<file path="config.mk">
export PLATFORM = sky130hd
export DESIGN_NAME = arm_multicycle_ctrl
export DESIGN_NICKNAME = d
export VERILOG_FILES = /design/src/rtl/arm_ctrl_pkg.sv /design/src/rtl/arm_cond_unit.sv /design/src/rtl/arm_multicycle_ctrl.sv
export SDC_FILE = /design/constraint.sdc
export NUM_CORES = 1
export LEC_CHECK = 0
export CAP_MARGIN = 25
export CORE_MARGIN = 2
export CORE_UTILIZATION = 41
export DETAILED_ROUTE_END_ITERATION = 16
export GPL_ROUTABILITY_DRIVEN = 0
export PLACE_DENSITY = 0.79
export SLEW_MARGIN = 25
export SYNTH_ARGS = -nofsm -noshare
export SYNTH_HDL_FRONTEND = slang
export SYNTH_HIERARCHICAL = 1
export SYNTH_SLANG_ARGS = --single-unit
</file>
<file path="constraint.sdc">
create_clock -name clk -period 3.1 [get_ports clk]
set_input_delay 0.775 -clock clk [delete_from_list [all_inputs] [get_ports clk]]
set_output_delay 0.775 -clock clk [all_outputs]
set_load 0.1 [all_outputs]
</file>
<file path="src/rtl/arm_ctrl_pkg.sv">
// Shared encodings for the multicycle ARM control unit: FSM states, ALU and
// immediate-extender codes, data-processing commands and condition mnemonics.
package arm_ctrl_pkg;

   typedef enum logic [3:0] {
      S_FETCH    = 4'd0,
      S_DECODE   = 4'd1,
      S_MEMADR   = 4'd2,
      S_MEMREAD  = 4'd3,
      S_MEMWB    = 4'd4,
      S_MEMWRITE = 4'd5,
      S_EXECUTER = 4'd6,
      S_EXECUTEI = 4'd7,
      S_ALUWB    = 4'd8,
      S_BRANCH   = 4'd9
   } state_t;

   localparam logic [1:0] ALU_ADD = 2'b00;
   localparam logic [1:0] ALU_SUB = 2'b01;
   localparam logic [1:0] ALU_AND = 2'b10;
   localparam logic [1:0] ALU_ORR = 2'b11;

   localparam logic [1:0] IMM_DP  = 2'b00;
   localparam logic [1:0] IMM_MEM = 2'b01;
   localparam logic [1:0] IMM_BR  = 2'b10;

   // Data-processing command field, Instr[24:21] == Funct[4:1]
   localparam logic [3:0] CMD_AND = 4'b0000;
   localparam logic [3:0] CMD_SUB = 4'b0010;
   localparam logic [3:0] CMD_ADD = 4'b0100;
   localparam logic [3:0] CMD_ORR = 4'b1100;

   typedef enum logic [3:0] {
      C_EQ = 4'b0000, C_NE = 4'b0001, C_CS = 4'b0010, C_CC = 4'b0011,
      C_MI = 4'b0100, C_PL = 4'b0101, C_VS = 4'b0110, C_VC = 4'b0111,
      C_HI = 4'b1000, C_LS = 4'b1001, C_GE = 4'b1010, C_LT = 4'b1011,
      C_GT = 4'b1100, C_LE = 4'b1101, C_AL = 4'b1110, C_NV = 4'b1111
   } cond_t;

   function automatic logic [1:0] imm_src(input logic [1:0] op);
      case (op)
         2'b01:   imm_src = IMM_MEM;
         2'b10:   imm_src = IMM_BR;
         default: imm_src = IMM_DP;
      endcase
   endfunction

endpackage

</file>
<file path="src/rtl/arm_cond_unit.sv">
// NZCV flag register and condition-field evaluation; flags are only written
// on an execute-state edge when the instruction's own condition passes.
module arm_cond_unit
   import arm_ctrl_pkg::*;
#(
   parameter bit NV_IS_ALWAYS = 1'b0
) (
   input  logic       clk,
   input  logic       reset,
   input  logic [3:0] cond,
   input  logic [3:0] alu_flags,
   input  logic [1:0] flag_w,
   input  logic       exec,
   output logic       cond_ex
);

   logic [3:0] flags;
   logic       n, z, c, v;

   assign {n, z, c, v} = flags;

   always_comb begin
      cond_ex = 1'b0;
      case (cond)
         C_EQ: cond_ex = z;
         C_NE: cond_ex = ~z;
         C_CS: cond_ex = c;
         C_CC: cond_ex = ~c;
         C_MI: cond_ex = n;
         C_PL: cond_ex = ~n;
         C_VS: cond_ex = v;
         C_VC: cond_ex = ~v;
         C_HI: cond_ex = c & ~z;
         C_LS: cond_ex = ~c | z;
         C_GE: cond_ex = (n == v);
         C_LT: cond_ex = (n != v);
         C_GT: cond_ex = ~z & (n == v);
         C_LE: cond_ex = z | (n != v);
         C_AL: cond_ex = 1'b1;
         C_NV: cond_ex = NV_IS_ALWAYS;
         default: cond_ex = 1'b0;
      endcase
   end

   // cond_ex is taken from the pre-update flags, so an instruction never
   // predicates itself on its own result
   always_ff @(posedge clk) begin
      if (reset) begin
         flags <= 4'b0000;
      end else if (exec && cond_ex) begin
         if (flag_w[1]) flags[3:2] <= alu_flags[3:2];
         if (flag_w[0]) flags[1:0] <= alu_flags[1:0];
      end
   end

endmodule

</file>
<file path="src/rtl/arm_multicycle_ctrl.sv">
// Multicycle ARM control unit: main FSM, ALU decode and condition-gated
// write enables around the flag/condition sub-unit.
module arm_multicycle_ctrl
   import arm_ctrl_pkg::*;
#(
   parameter bit NV_IS_ALWAYS = 1'b0
) (
   input  logic       clk,
   input  logic       reset,
   input  logic [3:0] Cond,
   input  logic [1:0] Op,
   input  logic [5:0] Funct,
   input  logic [3:0] Rd,
   input  logic [3:0] ALUFlags,
   output logic       PCWrite,
   output logic       MemWrite,
   output logic       RegWrite,
   output logic       IRWrite,
   output logic       AdrSrc,
   output logic [1:0] RegSrc,
   output logic       ALUSrcA,
   output logic [1:0] ALUSrcB,
   output logic [1:0] ResultSrc,
   output logic [1:0] ImmSrc,
   output logic [1:0] ALUControl,
   output logic [3:0] State
);

   state_t     state;
   state_t     st;
   logic       irw, nextpc, regw, memw, branch, aluop;
   logic [1:0] flag_w;
   logic       cond_ex, exec, pcs;

   always_ff @(posedge clk) begin
      if (reset) begin
         state <= S_FETCH;
      end else begin
         case (state)
            S_FETCH:  state <= S_DECODE;
            S_DECODE: begin
               case (Op)
                  2'b01:   state <= S_MEMADR;
                  2'b00:   state <= Funct[5] ? S_EXECUTEI : S_EXECUTER;
                  2'b10:   state <= S_BRANCH;
                  default: state <= S_FETCH;
               endcase
            end
            S_MEMADR:   state <= Funct[0] ? S_MEMREAD : S_MEMWRITE;
            S_MEMREAD:  state <= S_MEMWB;
            S_EXECUTER: state <= S_ALUWB;
            S_EXECUTEI: state <= S_ALUWB;
            default:    state <= S_FETCH;
         endcase
      end
   end

   // While reset is held the outputs look like FETCH with all writes suppressed
   assign st    = reset ? S_FETCH : state;
   assign State = st;

   always_comb begin
      irw       = 1'b0;
      nextpc    = 1'b0;
      regw      = 1'b0;
      memw      = 1'b0;
      branch    = 1'b0;
      aluop     = 1'b0;
      AdrSrc    = 1'b0;
      ALUSrcA   = 1'b0;
      ALUSrcB   = 2'b00;
      ResultSrc = 2'b00;
      case (st)
         S_FETCH: begin
            irw       = 1'b1;
            nextpc    = 1'b1;
            ALUSrcA   = 1'b1;
            ALUSrcB   = 2'b10;
            ResultSrc = 2'b10;
         end
         S_DECODE: begin
            ALUSrcA   = 1'b1;
            ALUSrcB   = 2'b10;
            ResultSrc = 2'b10;
         end
         S_MEMADR:  ALUSrcB = 2'b01;
         S_MEMREAD: AdrSrc  = 1'b1;
         S_MEMWB: begin
            ResultSrc = 2'b01;
            regw      = 1'b1;
         end
         S_MEMWRITE: begin
            AdrSrc = 1'b1;
            memw   = 1'b1;
         end
         S_EXECUTER: aluop = 1'b1;
         S_EXECUTEI: begin
            ALUSrcB = 2'b01;
            aluop   = 1'b1;
         end
         S_ALUWB: regw = 1'b1;
         S_BRANCH: begin
            ALUSrcB   = 2'b01;
            ResultSrc = 2'b10;
            branch    = 1'b1;
         end
         default: ;
      endcase
   end

   always_comb begin
      ALUControl = ALU_ADD;
      flag_w     = 2'b00;
      if (aluop) begin
         case (Funct[4:1])
            CMD_ADD: ALUControl = ALU_ADD;
            CMD_SUB: ALUControl = ALU_SUB;
            CMD_AND: ALUControl = ALU_AND;
            CMD_ORR: ALUControl = ALU_ORR;
            default: ALUControl = ALU_ADD;
         endcase
         flag_w[1] = Funct[0];
         flag_w[0] = Funct[0] & ((Funct[4:1] == CMD_ADD) | (Funct[4:1] == CMD_SUB));
      end
   end

   assign ImmSrc = imm_src(Op);
   assign RegSrc = {(Op == 2'b01), (Op == 2'b10)};
   assign exec   = ~reset & ((state == S_EXECUTER) | (state == S_EXECUTEI));

   arm_cond_unit #(
      .NV_IS_ALWAYS(NV_IS_ALWAYS)
   ) u_cond (
      .clk      (clk),
      .reset    (reset),
      .cond     (Cond),
      .alu_flags(ALUFlags),
      .flag_w   (flag_w),
      .exec     (exec),
      .cond_ex  (cond_ex)
   );

   // FETCH writes the PC unconditionally; a write to R15 is a PC write too
   assign pcs      = branch | (regw & (Rd == 4'd15));
   assign PCWrite  = ~reset & (nextpc | (pcs & cond_ex));
   assign RegWrite = ~reset & regw & cond_ex;
   assign MemWrite = ~reset & memw & cond_ex;
   assign IRWrite  = ~reset & irw;

endmodule

</file>
==> results.cfg, run 1 <==
[cells_and_area]
final_nets = 206
n_antenna_cell = 0
drive_gt1_frac = 0.4780
synthToLayoutAreaGrowth_pct = 107.7
nFillCells = 94
multi_input_area_um2 = 838.3
regArea_um2 = 160.2
stdcell_area_mm2 = 0.001918
fin_util = 0.8841

[global_routing]
grt_start_max_net_pins = 15
grt_util_all_layers = 0.2718
antenna_found_initial = 0
grt-ovfl-total = 0
grt_pass1_wl_um = 5340
grt_pass1_vias = 1148

[critical_path]
r2r_start = u_cond/flags[2]
startpoint = Cond[1]
rrSetupSlack_ns = 0.92
worstReg2RegEnd = u_cond/flags[1]
path_class = input port to primary output
r2r_cells = 9
cp-end-kind = primary output
critPathRequiredTime_ns = 2.32
critPathLaunchType = input port
cp_data_arrival_time_ns = 2.54
path_max_fanout = 5

[clock_network]
cts_buffers = 3
ctsHoldBuffers = 0
clockBufferDepth = 2
h-tree-depth = 1
cts_tree = built
clock_latency_ns = 0.25
clock-sinks = 8
cts.clk_slew.worst_paths_ns = 0.06
cts-root-buf = clkbuf_4

[yosys]
yosysWarnings = 6
synthCells = 121
synth_seq_cells = 8
syn_nets = 143
synth_ff_type = dfxtp_1
synthTopCellsByArea = dfxtp_1 (17%), nand2b_1 (6.1%), mux2i_1 (4.3%)
postSynthAreaPerCell_um2 = 7.631
ys_async_sr_fraction = 0
seq_area_frac_synth = 0.1734
netlist_area_um2 = 923.4
yosysTopAreaCell = dfxtp_1
synth-edff-count = 0
synth_top_area_frac = 0.1734
synth.distinct_cells = 44

[timing]
finalHoldViolCount = 0
setup_viol = 3
rsz0062_at_grt = true
fin_ws_ns = -0.2196
fin_worst_skew_ns = 0.004360
fmax_ghz = 0.3012
slew_violations = 0
fin_setup_tns_ns = -0.5503
post-route-period-util = 1.071
relSlewSlack = 0.5702
hold_slack_ns = 0.5256
post-route-min-period_ns = 3.320
tightestPinTransition_ns = 0.6438

[route]
dr.pass1.iters = 4
antenna_left = 0
drtIter0Drc = 26
wl_per_cell_um = 16.60
drc_errors = 0
viasPerCell = 5.571
routed_wl_um = 3487
vias = 1170

[outcome]
violations = negative setup slack
outcome = complete, but fails checks

[die]
rows = 17
core_area_mm2 = 0.002170
die_h_um = 51.46
die_x_um = 51.46
ioPinCount = 42
initial_core_util = 0.4256
die_area_mm2 = 0.002648

[place]
postPlaceCellArea_mm2 = 0.001705
port_buffers = 41
place_hpwl_um = 2306

[worst_hold_path]
hold_end = u_cond/flags[1]
holdPathStages = 2
hp-class = flop to flop
hp-start = u_cond/flags[1]

[run]
drv_cap = 0

[pwr]
vdd_drop_max_v = 0.0002854
power.density_mw_per_mm2 = 296.0
leakage_uw = 0.0007268
-- worst max-delay path, stage by stage --
cell	delay [ns]
buf_4	0.13
buf_6	0.13
xnor2_1	0.24
nor4b_2	0.09
a311oi_2	0.35
nand3_2	0.17
buf_6	0.16
buf_6	0.11
and4b_1	0.20
buf_12	0.18
-- final cells by class --
type,count,area share
multi-input cells,98,0.4371
repair buffers,67,0.4357
flip-flops and latches,8,0.08350
well taps,28,0.01826
inverters,6,0.01370
clock buffers,3,0.01174
-- worst max-delay path by stage --
| stage | cells after the start | endpoint | slack (ns) |
|---|---|---|---|
| floorplan | 4 | ALUSrcB[1] | -0.34 |
| global placement | 10 | PCWrite | -0.52 |
| detailed placement | 8 | PCWrite | -0.61 |
| CTS | 10 | PCWrite | -0.20 |
| global route | 11 | RegWrite | -0.26 |
| finish | 10 | RegWrite | -0.22 |
-- logic make-up after synthesis --
| kind of cell | synth area share |
|---|---|
| simple gates | 0.4323 |
| compound gates | 0.1870 |
| buf+inv | 0.09755 |
| flops | 0.1734 |
| xor+xnor | 0.06640 |
| mux | 0.04336 |
-- sequential cells by signal (all words and copies together) (netlist names) --
register and cells:
u_cond/flags 4, state 4
-- metrics by stage --
stage,setup slack [ns],power (uW),instances
finish,-0.2196,567.8,210
global route,-0.2641,591.5,210
CTS,-0.2048,553.8,205
detailed placement,-0.6103,448.0,193
global placement,-0.5173,440.8,193
floorplan,-0.3363,334.2,121
-- layer usage --
layer	global-route usage	wire, um	vias up
li1	-	-	561
met3	0.06140	195	12
met2	0.5021	1853	47
met4	0.1053	122	0
met5	0	0	-
met1	0.2962	1316	550
-- cell usage in the layout (no fill, tap or decap), drive strengths merged, types with 2 or more instances in the layout --
cell type,n
nor4,4
clkbuf,4
dfxtp,8
or2b,2
xor2,3
nor4b,4
nand3,4
nand2,8
nor2b,6
a31oi,5
and2,2
nand2b,9
buf,49
a21oi,2
mux2i,4
inv,5
nor2,10
xnor2,4
clkdlybuf4s50,17
o21ai,4
a32oi,2
nor3,8
-- timing repair --
item / CTS / global route
setup buffers: 8 / 5
gates resized for setup: 30 / 11
pin swaps: 12 / 12
cloned: 1 / 0
endpoints found under the setup margin: 3 / 3
-- where the power goes --
group | switching [uW] | internal (uW) | leakage (uW)
clock | 35.9 | 44.3 | 0.0000138
sequential | 16.4 | 108 | 0.0000649
combinational | 204 | 160 | 0.000648
-- synth_stat cells (2+ instances only) --
cell type	n
nand2b_1	9
nor2_1	9
dfxtp_1	8
nand2_1	8
nor3_1	7
inv_1	6
a31oi_1	5
nor2b_1	5
buf_4	4
mux2i_1	4
nand3_1	4
nor4_1	4
o21ai_0	4
xnor2_1	4
buf_2	3
nor4b_1	3
xor2_1	3
a21oi_1	2
a32oi_1	2
buf_6	2
or2b_1	2
(Power assumes the default switching activity.)
==> inputs of run 2 (changes only) <==
Settings changed: CORE_MARGIN 2 to unset.
==> run 2 against run 1 <==
  * The flow still finishes with violations (negative setup slack)
  * First-iteration DRC count fell by 7.7%
  * Core utilization is 2.0 points higher
  * Sequential share of layout area up 0.32 points
  * Worst setup slack better by 0.046 ns
  * Maximum frequency up 1.4%
  * Critical path depth unchanged
  * Register-to-register slack gained 0.10 ns
  * Largest power group unchanged
  * Sequential cell count unchanged
  * Largest cell class unchanged
==> results.cfg, run 2 (same netlist as run 1, synthesis figures left out) <==
[die]
die_h_um = 49.46
rows = 16
core_area_mm2 = 0.002042
die_x_um = 49.46
initial_core_util = 0.4522
die_area_mm2 = 0.002446
ioPinCount = 42

[place]
place_hpwl_um = 2414
dpl.cell_count = 192
port_buffers = 41

[cells_and_area]
drive_gt1_frac = 0.4503
multi_input_area_um2 = 844.6
final_common_cell = buf_12
instances_no_fill = 198
nFillCells = 95
n_antenna_cell = 0
final_nets = 195
regArea_um2 = 160.2
top_regs = state x4, u_cond/flags x4
fin_util = 0.9044
layout_common_cells = buf_12 (21), clkdlybuf4s50_1 (16), buf_4 (10)
synthToLayoutAreaGrowth_pct = 100.0

[route]
vias = 1157
drc_errors = 0
antenna_left = 0
drtIter0Drc = 24
routed_wl_um = 3757
wl_per_cell_um = 18.97
viasPerCell = 5.843
dr.pass1.iters = 4

[outcome]
outcome = complete, but fails checks
violations = negative setup slack

[timing]
rsz0062_at_grt = true
relSlewSlack = 0.5528
post-route-period-util = 1.056
setup_viol = 3
fin_setup_tns_ns = -0.3312
finalHoldViolCount = 0
slew_violations = 0
fmax_ghz = 0.3055
fin_ws_ns = -0.1733
post-route-min-period_ns = 3.273
fin_worst_skew_ns = 0.002771
tightestPinTransition_ns = 0.6698

[global_routing]
antenna_found_initial = 0
grt_pass1_wl_um = 5513
grt_pass1_vias = 1140
grt_util_all_layers = 0.2992
grt-ovfl-total = 0
grt_start_max_net_pins = 15

[pwr]
vdd_drop_max_v = 0.0002715
power.density_mw_per_mm2 = 303.3
leakage_uw = 0.0006842

[critical_path]
startpoint = Cond[3]
critPathLaunchType = input port
rrSetupSlack_ns = 1.02
critPathRequiredTime_ns = 2.32
path_max_fanout = 8
cp_data_arrival_time_ns = 2.50
cp-end-kind = primary output
r2r_start = state[2]
path_class = input port to primary output

[clock_network]
cts_tree = built
clock-sinks = 8
cts.clk_slew.worst_paths_ns = 0.05
clock_latency_ns = 0.25
h-tree-depth = 1
cts_buffers = 3
clockBufferDepth = 2
cts-root-buf = clkbuf_4

[worst_hold_path]
hp-start = u_cond/flags[1]
hp-class = flop to flop

[run]
drv_cap = 0
-- run 2: changes by cell type in the layout (fill, tap and decap cells not counted), sizes merged --
cell	change
dlygate4sd2	+1
clkdlybuf4s50	-1
buf	-10
clkbuf	-1
-- run 2: critical path, cell delays in order --
cell and delay (ns):
buf_8 0.11, buf_8 0.13, xnor2_2 0.16, nor4b_2 0.29, a311oi_2 0.10, nand3_2 0.15
nand2_2 0.08, a2111o_1 0.35, a21boi_4 0.17, buf_12 0.19
-- run 2: metal layers --
layer	vias up	GRT usage	part of all wire	wire, um
met5	-	0	0	0
met4	0	0.1476	0.053	199
met3	18	0.03086	0.039	147
met2	54	0.5525	0.53	2003
met1	540	0.3371	0.37	1407
li1	545	-	-	-
-- run 2: metrics by stage --
step           instance area (um2)  total power, uW  worst slack (ns)  hold WS [ns]
2_1_floorplan                 1066            334.2           -0.3363        0.4727
3_3_place_gp                  1704            440.4           -0.4881        0.5032
3_5_place_dp                  1704            450.0           -0.5494        0.5258
4_1_cts                       1809            547.9           -0.1676        0.5346
5_1_grt                       1847            578.3           -0.2276        0.5643
6_report                      1847            560.1           -0.1733        0.5387
-- run 2: final timing paths --
path / to / depth (start not counted)
worst min register to register: u_cond/flags[1] / 2
worst max register to register: u_cond/flags[1] / 6
worst min-delay path: u_cond/flags[1] / 2
worst max-delay path: PCWrite / 10
-- run 2: where the power goes --
part           switching, uW  total [uW]  internal, uW
Combinational            205         356           152
Clock                   33.6        77.8          44.2
Sequential              18.4         126           108
Total                    257         560           304
-- run 2: area by class of cell --
type / count / area share
inverter: 6 / 0.01423
timing repair buffer: 56 / 0.4112
tap: 27 / 0.01829
multi-input combinational: 98 / 0.4573
sequential: 8 / 0.08672
clock buffer: 3 / 0.01220
-- run 2: repair_timing --
item,CTS,global route
buffers inserted,2,1
endpoints found under the setup margin,6,3
gates cloned,0,0
pin swaps,11,8
resized for setup,34,7
hold buffers,0,0
==> inputs of run 3 (changes only) <==
Settings changed: SKIP_CTS_REPAIR_TIMING set to 1.
==> run 3 against run 2 <==
  * The flow still finishes with violations (negative setup slack)
  * Sequential power about the same
  * Clock power hardly changed
  * Worst setup slack worse by 0.095 ns
  * Core utilization up 0.49 points
  * Sequential cell count is the same
  * Register-to-register slack worse by 0.05 ns
  * Maximum frequency decreased by 2.8%
  * Non-clock buffer count is 1 lower
  * First-iteration DRC count increased by 4.2%
  * Clock skew about the same
  * Hold slack gained 0.033 ns
  * Critical endpoint is now RegWrite
==> results.cfg, run 3 (same netlist as run 1, synthesis figures left out) <==
[global_routing]
grt-ovfl-total = 0
grt_pass1_wl_um = 4705
grt_pass1_vias = 1066
grt_start_max_net_pins = 15
grt_util_all_layers = 0.2471
antenna_found_initial = 0

[pwr]
leakage_uw = 0.0006986
power.density_mw_per_mm2 = 300.2
vdd_drop_max_v = 0.0002780

[cells_and_area]
layout_common_cells = buf_12 (20), clkdlybuf4s50_1 (16), buf_4 (10)
top_regs = state x4, u_cond/flags x4
instances_no_fill = 197
n_antenna_cell = 0
synthToLayoutAreaGrowth_pct = 101.1
final_nets = 194
final_common_cell = buf_12
nFillCells = 90
fin_util = 0.9093
drive_gt1_frac = 0.4412

[critical_path]
crit_chain = clkbuf_2 > buf_6 > nor4_2 > nor2_1 > a311oi_2 > nand3_2 > buf_6 > buf_4 > and4b_1 > buf_12
cp-end-kind = primary output
rrSetupSlack_ns = 0.97
cp_slowest_stage_delay_ns = 0.38
worstReg2RegEnd = u_cond/flags[1]
path_class = input port to primary output
cpMostUsedCell = buf_6
r2r_start = state[2]
critPathRequiredTime_ns = 2.32
cp_num_buf_inv = 5
cp_data_arrival_time_ns = 2.59
path_max_fanout = 5
cp_top_family = simple AND/OR/NAND/NOR gates
cpMaxStageDelayCell = a311oi_2
r2r_cells = 6
critPathLaunchType = input port

[die]
ioPinCount = 42
rows = 16
die_area_mm2 = 0.002446
core_area_mm2 = 0.002042
initial_core_util = 0.4522
die_x_um = 49.46
die_h_um = 49.46

[run]
drv_cap = 0

[route]
vias = 1161
drc_errors = 0
routed_wl_um = 3434
wl_per_cell_um = 17.43
antenna_left = 0
viasPerCell = 5.893
dr.pass1.iters = 4
drtIter0Drc = 25

[timing]
setup_viol = 3
slew_violations = 0
fmax_ghz = 0.2969
fin_worst_skew_ns = 0.002914
fin_ws_ns = -0.2682
tightestPinTransition_ns = 0.7138
finalHoldViolCount = 0
rsz0062_at_grt = true
post-route-period-util = 1.087
hold_slack_ns = 0.5712
post-route-min-period_ns = 3.368
relSlewSlack = 0.5235

[place]
port_buffers = 41
dpl.cell_count = 192
place_hpwl_um = 2414

[clock_network]
cts-root-buf = clkbuf_4
h-tree-depth = 1
cts_buffers = 3
cts_tree = built
cts.clk_slew.worst_paths_ns = 0.05
clock_latency_ns = 0.25
clock-sinks = 8
clockBufferDepth = 2

[worst_hold_path]
hp-class = flop to flop
hold_end = u_cond/flags[1]
hp-start = u_cond/flags[1]
holdPathStages = 2

[outcome]
outcome = complete, but fails checks
violations = negative setup slack
[run 3: power by group]
part / internal, uW / switching, uW / leakage (uW)
clock: 44.2 / 33.7 / 0.0000138
combinational: 152 / 201 / 0.000620
sequential: 108 / 18.4 / 0.0000649
[run 3: layout make-up]
class / instances / area [um2] / share of cell area
Sequential cell: 8 / 160.2 / 0.08625
Tap cell: 27 / 33.78 / 0.01819
Clock buffer: 3 / 22.52 / 0.01213
Multi-Input combinational cell: 98 / 873.3 / 0.4704
Timing Repair Buffer: 55 / 740.7 / 0.3989
Inverter: 6 / 26.28 / 0.01415
[run 3: metrics by stage]
stage / TNS (ns) / total power [uW] / worst slack (ns) / area (um2)
3_3_place_gp: -1.334 / 440.4 / -0.4881 / 1704
2_1_floorplan: -0.6442 / 334.2 / -0.3363 / 1066
6_report: -0.7334 / 557.4 / -0.2682 / 1857
3_5_place_dp: -1.541 / 450.0 / -0.5494 / 1704
5_1_grt: -1.037 / 577.8 / -0.3668 / 1857
4_1_cts: -1.562 / 530.3 / -0.5577 / 1727
[run 3: how the worst max path moves through the flow]
stage / start / to / slack [ns] / cells past startpoint
2_1_floorplan: reset / ALUSrcB[1] / -0.34 / 4
3_3_place_gp: Cond[3] / PCWrite / -0.49 / 8
3_5_place_dp: Cond[3] / PCWrite / -0.55 / 9
4_1_cts: Cond[3] / PCWrite / -0.56 / 9
5_1_grt: Cond[0] / RegWrite / -0.37 / 10
6_report: Cond[0] / RegWrite / -0.27 / 10
[run 3: worst min-delay path, delay by kind of cell, from the launching register on]
family,cells,cell delay [ns]
DFF,1,0.35
muxes,1,0.07
and+or+nand+nor,1,0.10
[run 3: routing by layer]
layer / up-vias / GRT usage / routed length, um / share of wire
met5: - / 0 / 0 / 0
met4: 0 / 0.08095 / 71 / 0.021
met3: 12 / 0.02469 / 132 / 0.038
met2: 43 / 0.4749 / 1858 / 0.54
met1: 565 / 0.2799 / 1371 / 0.40
li1: 541 / - / - / -
